File: src/rtl/pru_cmd_scheduler.sv
// Two-word shape command queue feeding the PRU: stages word0, pushes on word1,
// and issues one command at a time with a start pulse, waiting for done (with watchdog).
module pru_cmd_scheduler #(
    parameter int DEPTH   = 8,
    parameter int TIMEOUT = 65535
) (
    input  logic                       clk,
    input  logic                       rst_n,
    input  logic                       wr_en,
    input  logic                       wr_addr,
    input  logic [31:0]                wr_data,
    input  logic                       flush,
    input  logic                       hold,
    input  logic                       pru_busy,
    input  logic                       pru_done,
    output logic [1:0]                 color,
    output logic [9:0]                 row,
    output logic [8:0]                 col,
    output logic [9:0]                 width,
    output logic [8:0]                 height_radius,
    output logic [1:0]                 shape_select,
    output logic                       subtract,
    output logic                       start,
    output logic [$clog2(DEPTH):0]     fifo_count,
    output logic                       full,
    output logic                       empty,
    output logic                       idle,
    output logic                       overflow,
    output logic                       timeout_err,
    input  logic                       err_clr
);
    // state      | meaning
    // S_IDLE     | waiting for a queued command (and no hold/flush)
    // S_ISSUE    | start pulse, fields valid
    // S_WAIT_BUSY| waiting for PRU to report busy (or an early done)
    // S_WAIT_DONE| waiting for PRU done, watchdog running
    // S_DONE     | one-cycle gap before returning to idle
    localparam logic [2:0] S_IDLE      = 3'd0;
    localparam logic [2:0] S_ISSUE     = 3'd1;
    localparam logic [2:0] S_WAIT_BUSY = 3'd2;
    localparam logic [2:0] S_WAIT_DONE = 3'd3;
    localparam logic [2:0] S_DONE      = 3'd4;

    localparam int AW   = $clog2(DEPTH);
    localparam int CW   = AW + 1;
    localparam int WD_W = (TIMEOUT > 0) ? $clog2(TIMEOUT + 1) : 1;

    logic [2:0]      state;
    logic [30:0]     staging;
    logic [42:0]     mem [DEPTH];
    logic [AW-1:0]   wr_ptr;
    logic [AW-1:0]   rd_ptr;
    logic [WD_W-1:0] wdog;
    logic [30:0]     head_w0;
    logic [11:0]     head_w1;
    logic            push_req;
    logic            push_ok;
    logic            pop;
    logic            waiting;
    logic            wd_fire;
    logic            unused_wr_msb;

    assign unused_wr_msb = wr_data[31];

    assign {head_w0, head_w1} = mem[rd_ptr];

    assign full     = (fifo_count == CW'(DEPTH));
    assign empty    = (fifo_count == '0);
    assign idle     = (state == S_IDLE) && empty;
    assign start    = (state == S_ISSUE);
    assign push_req = wr_en && wr_addr;
    assign pop      = (state == S_IDLE) && !empty && !hold && !flush;
    // a push into a full FIFO is still accepted when the head leaves the same cycle
    assign push_ok  = push_req && !flush && (!full || pop);
    assign waiting  = (state == S_WAIT_BUSY) || (state == S_WAIT_DONE);
    assign wd_fire  = (TIMEOUT != 0) && waiting && !pru_done && (wdog == WD_W'(TIMEOUT - 1));

    always_ff @(posedge clk) begin
        if (push_ok) begin
            mem[wr_ptr] <= {staging, wr_data[11:0]};
        end
    end

    always_ff @(posedge clk or negedge rst_n) begin
        if (!rst_n) begin
            staging    <= '0;
            wr_ptr     <= '0;
            rd_ptr     <= '0;
            fifo_count <= '0;
        end else begin
            if (wr_en && !wr_addr) begin
                staging <= wr_data[30:0];
            end
            if (flush) begin
                wr_ptr     <= '0;
                rd_ptr     <= '0;
                fifo_count <= '0;
            end else begin
                if (push_ok) wr_ptr <= wr_ptr + 1'b1;
                if (pop)     rd_ptr <= rd_ptr + 1'b1;
                case ({push_ok, pop})
                    2'b10:   fifo_count <= fifo_count + 1'b1;
                    2'b01:   fifo_count <= fifo_count - 1'b1;
                    default: fifo_count <= fifo_count;
                endcase
            end
        end
    end

    // set events take priority over err_clr
    always_ff @(posedge clk or negedge rst_n) begin
        if (!rst_n) begin
            overflow    <= 1'b0;
            timeout_err <= 1'b0;
        end else begin
            if (push_req && !flush && full && !pop) overflow <= 1'b1;
            else if (err_clr)                       overflow <= 1'b0;
            if (wd_fire)      timeout_err <= 1'b1;
            else if (err_clr) timeout_err <= 1'b0;
        end
    end

    always_ff @(posedge clk or negedge rst_n) begin
        if (!rst_n) begin
            state         <= S_IDLE;
            wdog          <= '0;
            color         <= '0;
            row           <= '0;
            col           <= '0;
            width         <= '0;
            height_radius <= '0;
            shape_select  <= '0;
            subtract      <= 1'b0;
        end else begin
            case (state)
                S_IDLE: begin
                    if (pop) begin
                        width         <= head_w0[30:21];
                        col           <= head_w0[20:12];
                        row           <= head_w0[11:2];
                        color         <= head_w0[1:0];
                        subtract      <= head_w1[11];
                        shape_select  <= head_w1[10:9];
                        height_radius <= head_w1[8:0];
                        state         <= S_ISSUE;
                    end
                end
                S_ISSUE: begin
                    wdog  <= '0;
                    state <= S_WAIT_BUSY;
                end
                S_WAIT_BUSY: begin
                    wdog <= wdog + 1'b1;
                    if (pru_done || wd_fire) state <= S_DONE;
                    else if (pru_busy)       state <= S_WAIT_DONE;
                end
                S_WAIT_DONE: begin
                    wdog <= wdog + 1'b1;
                    if (pru_done || wd_fire) state <= S_DONE;
                end
                S_DONE:  state <= S_IDLE;
                default: state <= S_IDLE;
            endcase
        end
    end
endmodule

File: config.mk
export PLATFORM = sky130hd
export DESIGN_NAME = pru_cmd_scheduler
export DESIGN_NICKNAME = d
export VERILOG_FILES = /design/src/rtl/pru_cmd_scheduler.sv
export SDC_FILE = /design/constraint.sdc
export NUM_CORES = 1
export LEC_CHECK = 0
export BUFFER_PORTS_ARGS = -buffer_cell sky130_fd_sc_hd__clkbuf_2
export CAP_MARGIN = 15
export CELL_PAD_IN_SITES_DETAIL_PLACEMENT = 2
export CELL_PAD_IN_SITES_GLOBAL_PLACEMENT = 2
export CORE_MARGIN = 1
export CORE_UTILIZATION = 30
export CTS_CLUSTER_SIZE = 25
export DETAILED_ROUTE_END_ITERATION = 16
export MAX_ROUTING_LAYER = met4
export PLACE_DENSITY_LB_ADDON = 0.1
export SETUP_SLACK_MARGIN = 0.4
export SYNTH_ARGS = -nofsm -noshare
export SYNTH_HDL_FRONTEND = slang
export SYNTH_SLANG_ARGS = --single-unit
File: constraint.sdc
create_clock -name clk -period 14.16 [get_ports clk]
set_input_delay 2.832 -clock clk [delete_from_list [all_inputs] [get_ports clk]]
set_output_delay 2.832 -clock clk [all_outputs]
set_load 0.03 [all_outputs]
==> PnR_summary.wiki, run 1 <==
{| class="wikitable"
! Metric !! Value
|-
| Worst Path Class, Setup || in -> reg
|-
| Switching component of the power || 0.001077 W
|-
| Wire length of the first global-routing pass || 63.91 mm
|-
| Area Growth Syn to Fin || 17.74%
|-
| Combinational family with the most area after synthesis || multiplexers
|-
| Synth Flop Type || sky130_fd_sc_hd__edfxtp_1
|-
| Via-to-Cell Ratio || 4.743
|-
| Arrival time at the worst endpoint || 5.72 ns
|-
| CTS clk-pin slew, worst paths || 0.06 ns
|-
| Sequential cell fraction of total power || 0.454
|-
| Detail Placement HPWL || 22.51 mm
|-
| Simple-gate area share of the yosys netlist || 0.03640
|-
| Register bit count reported by yosys || 449
|-
| Post-synth cell types || 51
|-
| Max Slew Vio Count || 0
|-
| Clk Latency, worst-skew pair || 0.59 ns
|-
| Number of warnings reported in the yosys synthesis log || 0
|-
| Post-synthesis share of cell area spent on full adders, half adders and majority gates || 0.005522
|-
| Multiplexer area fraction after synthesis || 0.1607
|-
| Total routing usage reported by global routing || 0.1506
|-
| Worst Tran Pin Value || 1.089 ns
|-
| Clock tree root buffer cell || sky130_fd_sc_hd__clkbuf_16
|-
| Die area || 58360 um^2
|-
| Post-cts resize count || 0
|-
| Critical path startpoint category || input port
|-
| Inserted Clock Buffers || 51
|-
| Vias in the first global route || 9994
|-
| Share of total power in the clock network || 0.352
|-
| Cell Area, Synth || 17220 um^2
|-
| Tightest Hold Check Type || reg -> reg
|-
| Detailed router's first-iteration violation count || 528
|-
| Pint || 0.002587 W
|-
| Worst slack after detailed placement || 7.889 ns
|-
| Fraction of layout instances using a drive strength above 1 || 0.2970
|-
| Number of levels in the clock H-tree || 2
|-
| Cell area after layout || 20270 um^2
|-
| Endpoint class of the critical path || flop
|-
| Number of vias in the routed layout || 8599
|-
| Post-layout total power || 0.003664 W
|-
| Maximum operating frequency || 0.1816 GHz
|-
| DP Area || 18640 um^2
|-
| Post-layout min period || 5.508 ns
|-
| Sw Ratio || 0.2939
|-
| Combinational power share || 0.194
|-
| Initial antenna violation count || 3
|-
| Number of buffers added for setup after CTS || 0
|-
| Fillcell total || 5455
|-
| DRC Markers || 0
|-
| Crit path required time || 14.37 ns
|-
| Floorplan core area || 56500 um^2
|-
| Post-Synthesis Mean Instance Area || 19.24 um^2
|-
| Count of flip-flops with a built-in enable after synthesis || 344
|-
| Final setup vio count || 0
|-
| Worst slew margin relative to its limit || 0.2724
|-
| Yosys top cell by area || sky130_fd_sc_hd__edfxtp_1
|-
| GPL Wtd Cong || 0.6662
|-
| Post-Syn Nets || 943
|-
| Number of standard-cell rows in the floorplan || 87
|-
| Post-synthesis share of cell area spent on xor and xnor gates || 0.001526
|-
| Leading cell types in the layout, fill and taps excluded || sky130_fd_sc_hd__edfxtp_1 (344), sky130_fd_sc_hd__dfrtp_1 (102), sky130_fd_sc_hd__clkbuf_2 (91)
|-
| Port bufs || 92
|-
| Dominant cells by area after synthesis || sky130_fd_sc_hd__edfxtp_1 (60%), sky130_fd_sc_hd__dfrtp_1 (15%), sky130_fd_sc_hd__mux4_2 (11%)
|-
| Status || completed
|-
| Share of the synthesized area in the top cell type || 0.5999
|-
| Die X || 241.6 um
|-
| Final Hold Viols || 0
|-
| Most common cell after layout, fill and taps aside || sky130_fd_sc_hd__edfxtp_1
|-
| Largest fanout of any net on the critical path || 34
|-
| Static Leakage || 6.745 nW
|-
| Count of clock tree sinks || 449
|-
| Starting density of the core || 0.3048
|-
| Total number of nets in the final design || 1060
|-
| Bufs on Longest Clock Path || 3
|-
| Routed length per placed instance || 22.88 um
|-
| Final core utilization || 0.3589
|-
| Pwr per Cell Area || 180.7 nW/um^2
|-
| Cell count after synthesis || 895
|-
| Worst clock skew || 0.01502 ns
|-
| Die Y || 241.6 um
|-
| Routed wire length || 41.48 mm
|-
| TritonCTS clock tree || done
|-
| Portion of the clock cycle consumed by the worst path in the final layout || 0.3890
|-
| Grt ovf || 0
|-
| Compound-cell area share of the yosys netlist || 0.03110
|-
| Antenna violation net count after detailed routing || 0
|-
| Setup repair after global routing missed its margin || no
|-
| Reported max-cap violation count || 0
|-
| Count of pins on the block boundary || 94
|-
| First drt pass iteration count || 4
|-
| Fin Setup TNS || 0 ns
|-
| Largest net degree at the start of global routing || 87
|-
| Count of hold-fix buffers inserted at cts || 0
|-
| Worst ir drop on vdd || 0.0001115 V
|-
| Final worst-path setup slack || 8.652 ns
|-
| Post-synth ARST share || 0.2339
|-
| Sequential fraction of the synthesis area || 0.7525
|}
==> layer usage <==
| metal | wire length [um] | up-vias | track usage |
|---|---|---|---|
| met4 | 741 | 0 | 0.03503 |
| li1 | - | 3811 | - |
| met2 | 20790 | 132 | 0.2493 |
| met5 | 0 | - | - |
| met3 | 1481 | 57 | 0.02919 |
| met1 | 18470 | 4599 | 0.1905 |
==> sequential cells by signal, indices dropped and copies added, names as in the netlist <==
register       cells
subtract           1
state              3
staging           31
row               10
fifo_count         4
shape_select       2
color              2
timeout_err        1
width             10
overflow           1
rd_ptr             3
wr_ptr             3
col                9
height_radius      9
mem              344
wdog              16
==> power groups by stage <==
stage | Sequential (W) | Combinational [W] | Clock (W)
after floorplan | 0.00176 | 0.000428 | 0
after global placement | 0.00169 | 0.000721 | 0
after detailed placement | 0.00170 | 0.000730 | 0
after CTS | 0.00167 | 0.000733 | 0.00133
after global routing | 0.00169 | 0.000774 | 0.00138
final | 0.00166 | 0.000709 | 0.00129
==> cell families after synthesis <==
kind of cell,Yosys count
DFF,449
AOI/OAI and AO/OA,86
and+or+nand+nor,136
adders and majority gates,7
muxes,165
buffers and inverters,49
xor gates and xnor gates,3
==> critical path, cell delays in order <==
cell	delay, ns
sky130_fd_sc_hd__clkbuf_2	0.10
sky130_fd_sc_hd__or4_1	0.59
sky130_fd_sc_hd__a311oi_4	0.50
sky130_fd_sc_hd__nand2_2	0.22
sky130_fd_sc_hd__nor3_2	0.78
sky130_fd_sc_hd__buf_4	0.68
==> per-stage QoR <==
stage                     hold slack (ns)  std cells
after floorplan                    0.4479        895
after global placement             0.4688       1715
after detailed placement           0.4751       1715
after CTS                          0.4877       1810
after global routing               0.5111       1813
final                              0.4841       1813
==> synthesized netlist by cell type, types with 6 or more instances <==
cell	instances
sky130_fd_sc_hd__edfxtp_1	344
sky130_fd_sc_hd__nand2_1	22
sky130_fd_sc_hd__dfrtp_1	105
sky130_fd_sc_hd__buf_2	22
sky130_fd_sc_hd__inv_1	6
sky130_fd_sc_hd__mux2_2	31
sky130_fd_sc_hd__clkbuf_1	18
sky130_fd_sc_hd__o211ai_1	7
sky130_fd_sc_hd__o21ai_0	9
sky130_fd_sc_hd__nand3_1	13
sky130_fd_sc_hd__ha_1	6
sky130_fd_sc_hd__mux4_2	86
sky130_fd_sc_hd__mux2i_1	48
sky130_fd_sc_hd__nor3_1	8
sky130_fd_sc_hd__a21oi_1	46
sky130_fd_sc_hd__o31ai_1	7
sky130_fd_sc_hd__nor2_1	65
==> path summary, 6_finish.rpt <==
kind	endpoint	depth (start not counted)	slack, ns	startpoint
max in group asynchronous	rd_ptr[2]	2	10.53	rst_n
hold reg to reg	wdog[15]	1	0.48	wdog[15]
hold / removal	wdog[15]	1	0.48	wdog[15]
setup / recovery	mem[1][39]	6	8.65	hold
setup reg to reg	mem[1][39]	5	10.40	state[2]
min in group asynchronous	col[3]	1	2.24	rst_n
==> layout make-up <==
type / count / area, um^2 / area share
sequential: 449 / 12970 / 0.6397
tap: 756 / 945.9 / 0.04666
clock inverter: 14 / 152.6 / 0.007529
clock buffer: 81 / 1479 / 0.07295
antenna: 3 / 7.507 / 0.0003703
inverter: 6 / 22.52 / 0.001111
timing repair buffer: 107 / 579.3 / 0.02857
multi-input combinational: 397 / 4119 / 0.2032
Power figures use the tool's default switching activity.
==> inputs of run 2 (changes only) <==
- clock period: 14.16 -> 5.75 ns (I/O delays scaled with it)
==> run 2 against run 1 <==
Wire length fell by 2.0%. Flip-flop and latch count unchanged. Critical path depth shrank 3. Clock-buffer cell count fell by 7. Setup slack worse by 6.3 ns. Combinational power rose by 140%. Sequential power grew 150%. Cell count down 0.11%. Cell area grew 0.23%. Total power grew 150%. First-iteration DRC count shrank 39%. Utilization up 0.082 points. Critical path type is now reg -> out. Critical endpoint is now idle. Highest routed layer unchanged.
==> PnR_summary.wiki, run 2 (synthesized netlist as in run 1, its figures left out) <==
{| class="wikitable"
! Metric !! Value
|-
| Cells along the critical path || or4_1, nor4_1, clkbuf_2
|-
| Number of buffers added for setup after CTS || 0 (unchanged)
|-
| Number of vias in the routed layout || 8600 (+0.012%)
|-
| Worst Tran Pin Value || 1.079 ns (-0.01026 ns)
|-
| Post-layout total power || 0.009106 W (+150%)
|-
| Final-layout worst hold slack || 0.4815 ns (-0.002618 ns)
|-
| Registers with the most flip-flops || mem x344, staging x31, wdog x16
|-
| Vias in the first global route || 9929 (-0.65%)
|-
| Largest net degree at the start of global routing || 87 (unchanged)
|-
| Count of clock tree sinks || 449 (unchanged)
|-
| Reported max-cap violation count || 0 (unchanged)
|-
| Post-route non-filler standard cell count || 1811 (-0.11%)
|-
| Port bufs || 92 (unchanged)
|-
| CTS clk-pin slew, worst paths || 0.06 ns (about the same)
|-
| Fillcell total || 5512 (+1.0%)
|-
| Most common cell after layout, fill and taps aside || sky130_fd_sc_hd__edfxtp_1
|-
| Count of hold-fix buffers inserted at cts || 0 (unchanged)
|-
| Antenna violation net count after detailed routing || 0 (unchanged)
|-
| Post-cts resize count || 0 (unchanged)
|-
| Status || completed
|-
| Initial antenna violation count || 1 (-2)
|-
| Largest fanout of any net on the critical path || 8 (-76%)
|-
| Critical path startpoint category || flop
|-
| DP Area || 18650 um^2 (about the same)
|-
| Grt ovf || 0 (unchanged)
|-
| Routed wire length || 40.65 mm (-2.0%)
|-
| Die Y || 241.6 um (unchanged)
|-
| Detail Placement HPWL || 20.84 mm (-7.4%)
|-
| Area used by multi-input combinational logic || 4131 um^2 (+0.30%)
|-
| # placed instances || 1713 (-0.12%)
|-
| Leading cell types in the layout, fill and taps excluded || sky130_fd_sc_hd__edfxtp_1 (344), sky130_fd_sc_hd__dfrtp_1 (102), sky130_fd_sc_hd__clkbuf_2 (91)
|-
| Pwr per Cell Area || 448.1 nW/um^2 (+150%)
|-
| Die X || 241.6 um (unchanged)
|-
| Setup repair after global routing missed its margin || no
|-
| Max reg flops || 344 (unchanged)
|-
| Final setup vio count || 0 (unchanged)
|-
| Library cell contributing the largest single delay on the critical path || sky130_fd_sc_hd__or4_1
|-
| GPL Wtd Cong || 0.6519 (-2.1%)
|-
| Static Leakage || 6.752 nW (+0.10%)
|-
| DRC Markers || 0 (unchanged)
|-
| Register-to-register path setup slack || 2.57 ns (-7.83 ns)
|-
| Wire length of the first global-routing pass || 63.00 mm (-1.4%)
|-
| Post-layout min period || 3.371 ns
|-
| Peak per-stage delay on the critical path || 0.64 ns (-0.14 ns)
|-
| Tightest Hold Check Type || reg -> reg
|-
| Crit path required time || 4.60 ns (-9.77 ns)
|-
| Routed length per placed instance || 22.45 um (-1.9%)
|-
| Arrival time at the worst endpoint || 2.22 ns (-3.50 ns)
|-
| Number of buffers and inverters on the critical path || 1 (-1)
|-
| Cell area after layout || 20320 um^2 (+0.23%)
|-
| Most flops, register || mem
|-
| Worst Path Class, Setup || reg -> out
|-
| Fin Setup TNS || 0 ns (unchanged)
|-
| Count of pins on the block boundary || 94 (unchanged)
|-
| Starting density of the core || 0.3048 (unchanged)
|-
| Max Slew Vio Count || 0 (unchanged)
|-
| Worst slew margin relative to its limit || 0.2809 (+0.008565)
|-
| Die area || 58360 um^2 (unchanged)
|-
| Fraction of layout instances using a drive strength above 1 || 0.2951 (-0.001898)
|-
| Number of levels in the clock H-tree || 2 (unchanged)
|-
| Worst ir drop on vdd || 0.0002083 V (+87%)
|-
| Total number of nets in the final design || 1059 (-0.094%)
|-
| Kind of cell with the highest combined delay on the critical path || simple AND/OR/NAND/NOR gates
|-
| Endpoint class of the critical path || output pin
|-
| Portion of the clock cycle consumed by the worst path in the final layout || 0.5863
|-
| Total routing usage reported by global routing || 0.1476 (-0.002933)
|-
| Maximum operating frequency || 0.2967 GHz
|-
| Bufs on Longest Clock Path || 3 (unchanged)
|-
| Floorplan core area || 56500 um^2 (unchanged)
|-
| Area Growth Syn to Fin || 18.01%
|-
| Final Hold Viols || 0 (unchanged)
|-
| First drt pass iteration count || 4 (unchanged)
|-
| Area occupied by registers || 12970 um^2 (unchanged)
|-
| Number of standard-cell rows in the floorplan || 87 (unchanged)
|-
| Worst clock skew || 0.01440 ns (-0.0006204 ns)
|-
| Via-to-Cell Ratio || 4.749 (+0.12%)
|-
| Detailed router's first-iteration violation count || 324 (-39%)
|-
| Inserted Clock Buffers || 52 (+2.0%)
|-
| TritonCTS clock tree || done
|-
| Clock tree root buffer cell || sky130_fd_sc_hd__clkbuf_16
|-
| Clk Latency, worst-skew pair || 0.58 ns (about the same)
|}
run 2: area by class of cell:
| cell class | instances | share of cell area |
|---|---|---|
| tap | 756 | 0.04655 |
| antenna | 1 | 0.0001231 |
| multi-input combinational | 397 | 0.2033 |
| clock inverter | 23 | 0.01170 |
| sequential | 449 | 0.6382 |
| inverter | 6 | 0.001108 |
| clock buffer | 74 | 0.07062 |
| timing repair buffer | 105 | 0.02838 |
run 2: power by group:
part / internal (W) / total (W) / leakage, nW / switching, W
Sequential: 0.00380 / 0.00414 / 4.36 / 0.000343
Combinational: 0.000719 / 0.00171 / 1.58 / 0.000992
Clock: 0.00195 / 0.00325 / 0.811 / 0.00130
Total: 0.00647 / 0.00911 / 6.75 / 0.00263
run 2: stage by stage:
step                      setup slack, ns  utilization
after floorplan                     1.220            -
after global placement              1.830       0.3300
after detailed placement            1.849       0.3300
after CTS                           2.315       0.3596
after global routing                2.256       0.3597
final                               2.379       0.3597
run 2: path summary, 6_finish.rpt:
path                                from           to  cells after the start
max                        fifo_count[0]         idle                      3
min                             wdog[15]     wdog[15]                      1
max reg2reg                     state[2]   mem[0][27]                      5
min reg2reg                     wdog[15]     wdog[15]                      1
max in group asynchronous          rst_n       row[8]                      2
min in group asynchronous          rst_n  staging[26]                      1
run 2: per-layer routing:
metal,GRT usage,wire length (um),part of all wire
met5,-,0,0
met4,0.04346,843,0.021
met3,0.02442,1382,0.034
met2,0.2413,20000,0.49
met1,0.1888,18430,0.45
==> inputs of run 3 (changes only) <==
- clock period: 5.75 -> 3 ns (I/O delays scaled with it)
==> run 3 against run 2 <==
Non-clock buffer count grew 40. Clock power is 89% higher. First-iteration DRC count increased by 36%. Wire length up 3.7%. Clock-buffer cell count shrank 7. Via count rose by 2.2%. Combinational power increased by 120%. Die area is the same.
==> PnR_summary.wiki, run 3 (synthesized netlist as in run 1, its figures left out) <==
{| class="wikitable"
! Metric !! Value
|-
| Arrival time at the worst endpoint || 1.93 ns (-0.29 ns)
|-
| Total number of nets in the final design || 1098 (+3.7%)
|-
| Endpoint class of the critical path || output pin
|-
| Post-layout min period || 2.525 ns
|-
| Fraction of layout instances using a drive strength above 1 || 0.3330 (+0.03796)
|-
| Reported max-cap violation count || 0 (unchanged)
|-
| Cells along the critical path || or4_4, nor4_4, buf_6
|-
| Critical path startpoint category || flop
|-
| Kind of cell with the highest combined delay on the critical path || simple AND/OR/NAND/NOR gates
|-
| Inserted Clock Buffers || 51 (-1.9%)
|-
| Status || completed
|-
| Vias in the first global route || 9858 (-0.72%)
|-
| Final setup vio count || 0 (unchanged)
|-
| CTS clk-pin slew, worst paths || 0.06 ns (about the same)
|-
| Most common cell after layout, fill and taps aside || sky130_fd_sc_hd__edfxtp_1
|-
| Antenna violation net count after detailed routing || 0 (unchanged)
|-
| Wire length on met1 || 18.98 mm (+3.0%)
|-
| Worst slew margin relative to its limit || 0.5371 (+0.2562)
|-
| Wire length of the first global-routing pass || 64.05 mm (+1.7%)
|-
| Via-to-Cell Ratio || 4.749 (about the same)
|-
| Count of clock tree sinks || 449 (unchanged)
|-
| Count of hold-fix buffers inserted at cts || 0 (unchanged)
|-
| Port bufs || 92 (unchanged)
|-
| Max Slew Vio Count || 0 (unchanged)
|-
| Total routing usage reported by global routing || 0.1508 (+0.003138)
|-
| TritonCTS clock tree || done
|-
| Peak per-stage delay on the critical path || 0.59 ns (-0.05 ns)
|-
| Worst ir drop on vdd || 0.0004267 V (+100%)
|-
| Fin Setup TNS || 0 ns (unchanged)
|-
| Initial antenna violation count || 1 (unchanged)
|-
| Number of standard-cell rows in the floorplan || 87 (unchanged)
|-
| Registers with the most flip-flops || mem x344, staging x31, wdog x16
|-
| Total length of routed met2 wires || 21.02 mm (+5.1%)
|-
| Routed length per placed instance || 22.78 um (+1.5%)
|-
| Largest fanout of any net on the critical path || 4 (-4)
|-
| Wire length on met3 || 1.482 mm (+7.2%)
|-
| Routed wire length || 42.15 mm (+3.7%)
|-
| Tightest Hold Check Type || in -> async
|-
| GPL Wtd Cong || 0.6851 (+5.1%)
|-
| Post-layout total power || 0.01762 W (+94%)
|-
| Detailed router's first-iteration violation count || 440 (+36%)
|-
| Count of pins on the block boundary || 94 (unchanged)
|-
| Die Y || 241.6 um (unchanged)
|-
| Clk Latency, worst-skew pair || 0.59 ns (about the same)
|-
| Static Leakage || 7.035 nW (+4.2%)
|-
| Detail Placement HPWL || 23.97 mm (+15%)
|-
| Portion of the clock cycle consumed by the worst path in the final layout || 0.8417
|-
| Grt ovf || 0 (unchanged)
|-
| Fillcell total || 5462 (-0.91%)
|-
| Library cell contributing the largest single delay on the critical path || sky130_fd_sc_hd__or4_4
|-
| Number of levels in the clock H-tree || 2 (unchanged)
|-
| First drt pass iteration count || 4 (unchanged)
|-
| Area Growth Syn to Fin || 21.62%
|-
| Highest metal layer with signal wires || met4
|-
| Worst Path Class, Setup || reg -> out
|-
| Bufs on Longest Clock Path || 3 (unchanged)
|-
| Largest net degree at the start of global routing || 87 (unchanged)
|-
| Number of vias in the routed layout || 8786 (+2.2%)
|-
| Max reg flops || 344 (unchanged)
|-
| Pwr per Cell Area || 841.6 nW/um^2 (+88%)
|-
| Most flops, register || mem
|-
| Final Hold Viols || 0 (unchanged)
|-
| Worst Tran Pin Value || 0.6880 ns (-0.3906 ns)
|-
| Worst clock skew || 0.02288 ns (+0.008480 ns)
|-
| Final core utilization || 0.3707 (+0.01101)
|-
| Clock tree root buffer cell || sky130_fd_sc_hd__clkbuf_16
|-
| Die X || 241.6 um (unchanged)
|-
| Starting density of the core || 0.3048 (unchanged)
|-
| Leading cell types in the layout, fill and taps excluded || sky130_fd_sc_hd__edfxtp_1 (344), sky130_fd_sc_hd__dfrtp_1 (100), sky130_fd_sc_hd__clkbuf_2 (89)
|-
| Setup repair after global routing missed its margin || yes
|-
| Die area || 58360 um^2 (unchanged)
|-
| Crit path required time || 2.40 ns (-2.20 ns)
|-
| Maximum operating frequency || 0.3960 GHz
|-
| Floorplan core area || 56500 um^2 (unchanged)
|-
| DRC Markers || 0 (unchanged)
|-
| Number of buffers and inverters on the critical path || 1 (unchanged)
|}
==> run 3: per-stage QoR <==
stage,cell area (um^2),setup WS (ns),hold WS [ns],cells
after global placement,19060,0.2063,0.4694,1741
after detailed placement,19060,0.1202,0.4728,1741
after global routing,20940,0.3601,0.06645,1850
final,20940,0.4748,0.04675,1850
after CTS,20870,0.3609,0.04916,1847
after floorplan,17300,-0.2536,0.3044,895
==> run 3: worst reg2reg max path, cell delays in order (launching register included) <==
cell and delay (ns):
sky130_fd_sc_hd__dfrtp_1 0.47, sky130_fd_sc_hd__nor4_2 0.40, sky130_fd_sc_hd__nand2_2 0.16, sky130_fd_sc_hd__nor3_4 0.26, sky130_fd_sc_hd__ha_1 0.33, sky130_fd_sc_hd__a21oi_2 0.19
sky130_fd_sc_hd__nand2_1 0.08, sky130_fd_sc_hd__or3_1 0.35, sky130_fd_sc_hd__a31oi_1 0.17
==> run 3: report_power, final <==
part           internal, W  leakage (nW)  switching [W]
Sequential         0.00728          4.36       0.000474
Combinational      0.00156          1.88        0.00216
Clock              0.00362         0.793        0.00253
Total               0.0125          7.03        0.00517
==> run 3: area by class of cell <==
| class | count | area [um^2] | share of cell area |
|---|---|---|---|
| diodes | 1 | 2.502 | 0.0001195 |
| clock buffers | 67 | 1358 | 0.06482 |
| clock inverters | 29 | 276.5 | 0.01320 |
| inverters | 6 | 22.52 | 0.001075 |
| multi-input cells | 397 | 4192 | 0.2001 |
| flip-flops and latches | 449 | 12970 | 0.6192 |
| well taps | 756 | 945.9 | 0.04517 |
| repair buffers | 145 | 1177 | 0.05622 |
==> run 3: path summary, 6_finish.rpt <==
kind                                from            end  slack, ns  depth (start not counted)
min in group clk             wr_data[15]    staging[15]       0.25                          2
max reg2reg                     state[2]  fifo_count[3]       0.52                          8
max                        fifo_count[1]           idle       0.47                          3
min reg2reg                     wdog[15]       wdog[15]       0.48                          1
min                                rst_n        wdog[8]       0.05                          2
max in group asynchronous          rst_n    staging[21]       2.49                          2
==> run 3: per-layer routing <==
metal  up-vias  track usage
li1       3888            -
met1      4715       0.1929
met3        50      0.02730
met4         0      0.03578
met5         -            -
met2       133       0.2483
==> run 3: what timing repair did <==
| item | 4_1_cts | 5_1_grt |
|---|---|---|
| pin swaps | 4 | 2 |
| setup endpoints to repair | 132 | 53 |
| buffers inserted | 7 | 1 |
| gates cloned | 3 | 1 |
| gates resized for setup | 12 | 9 |
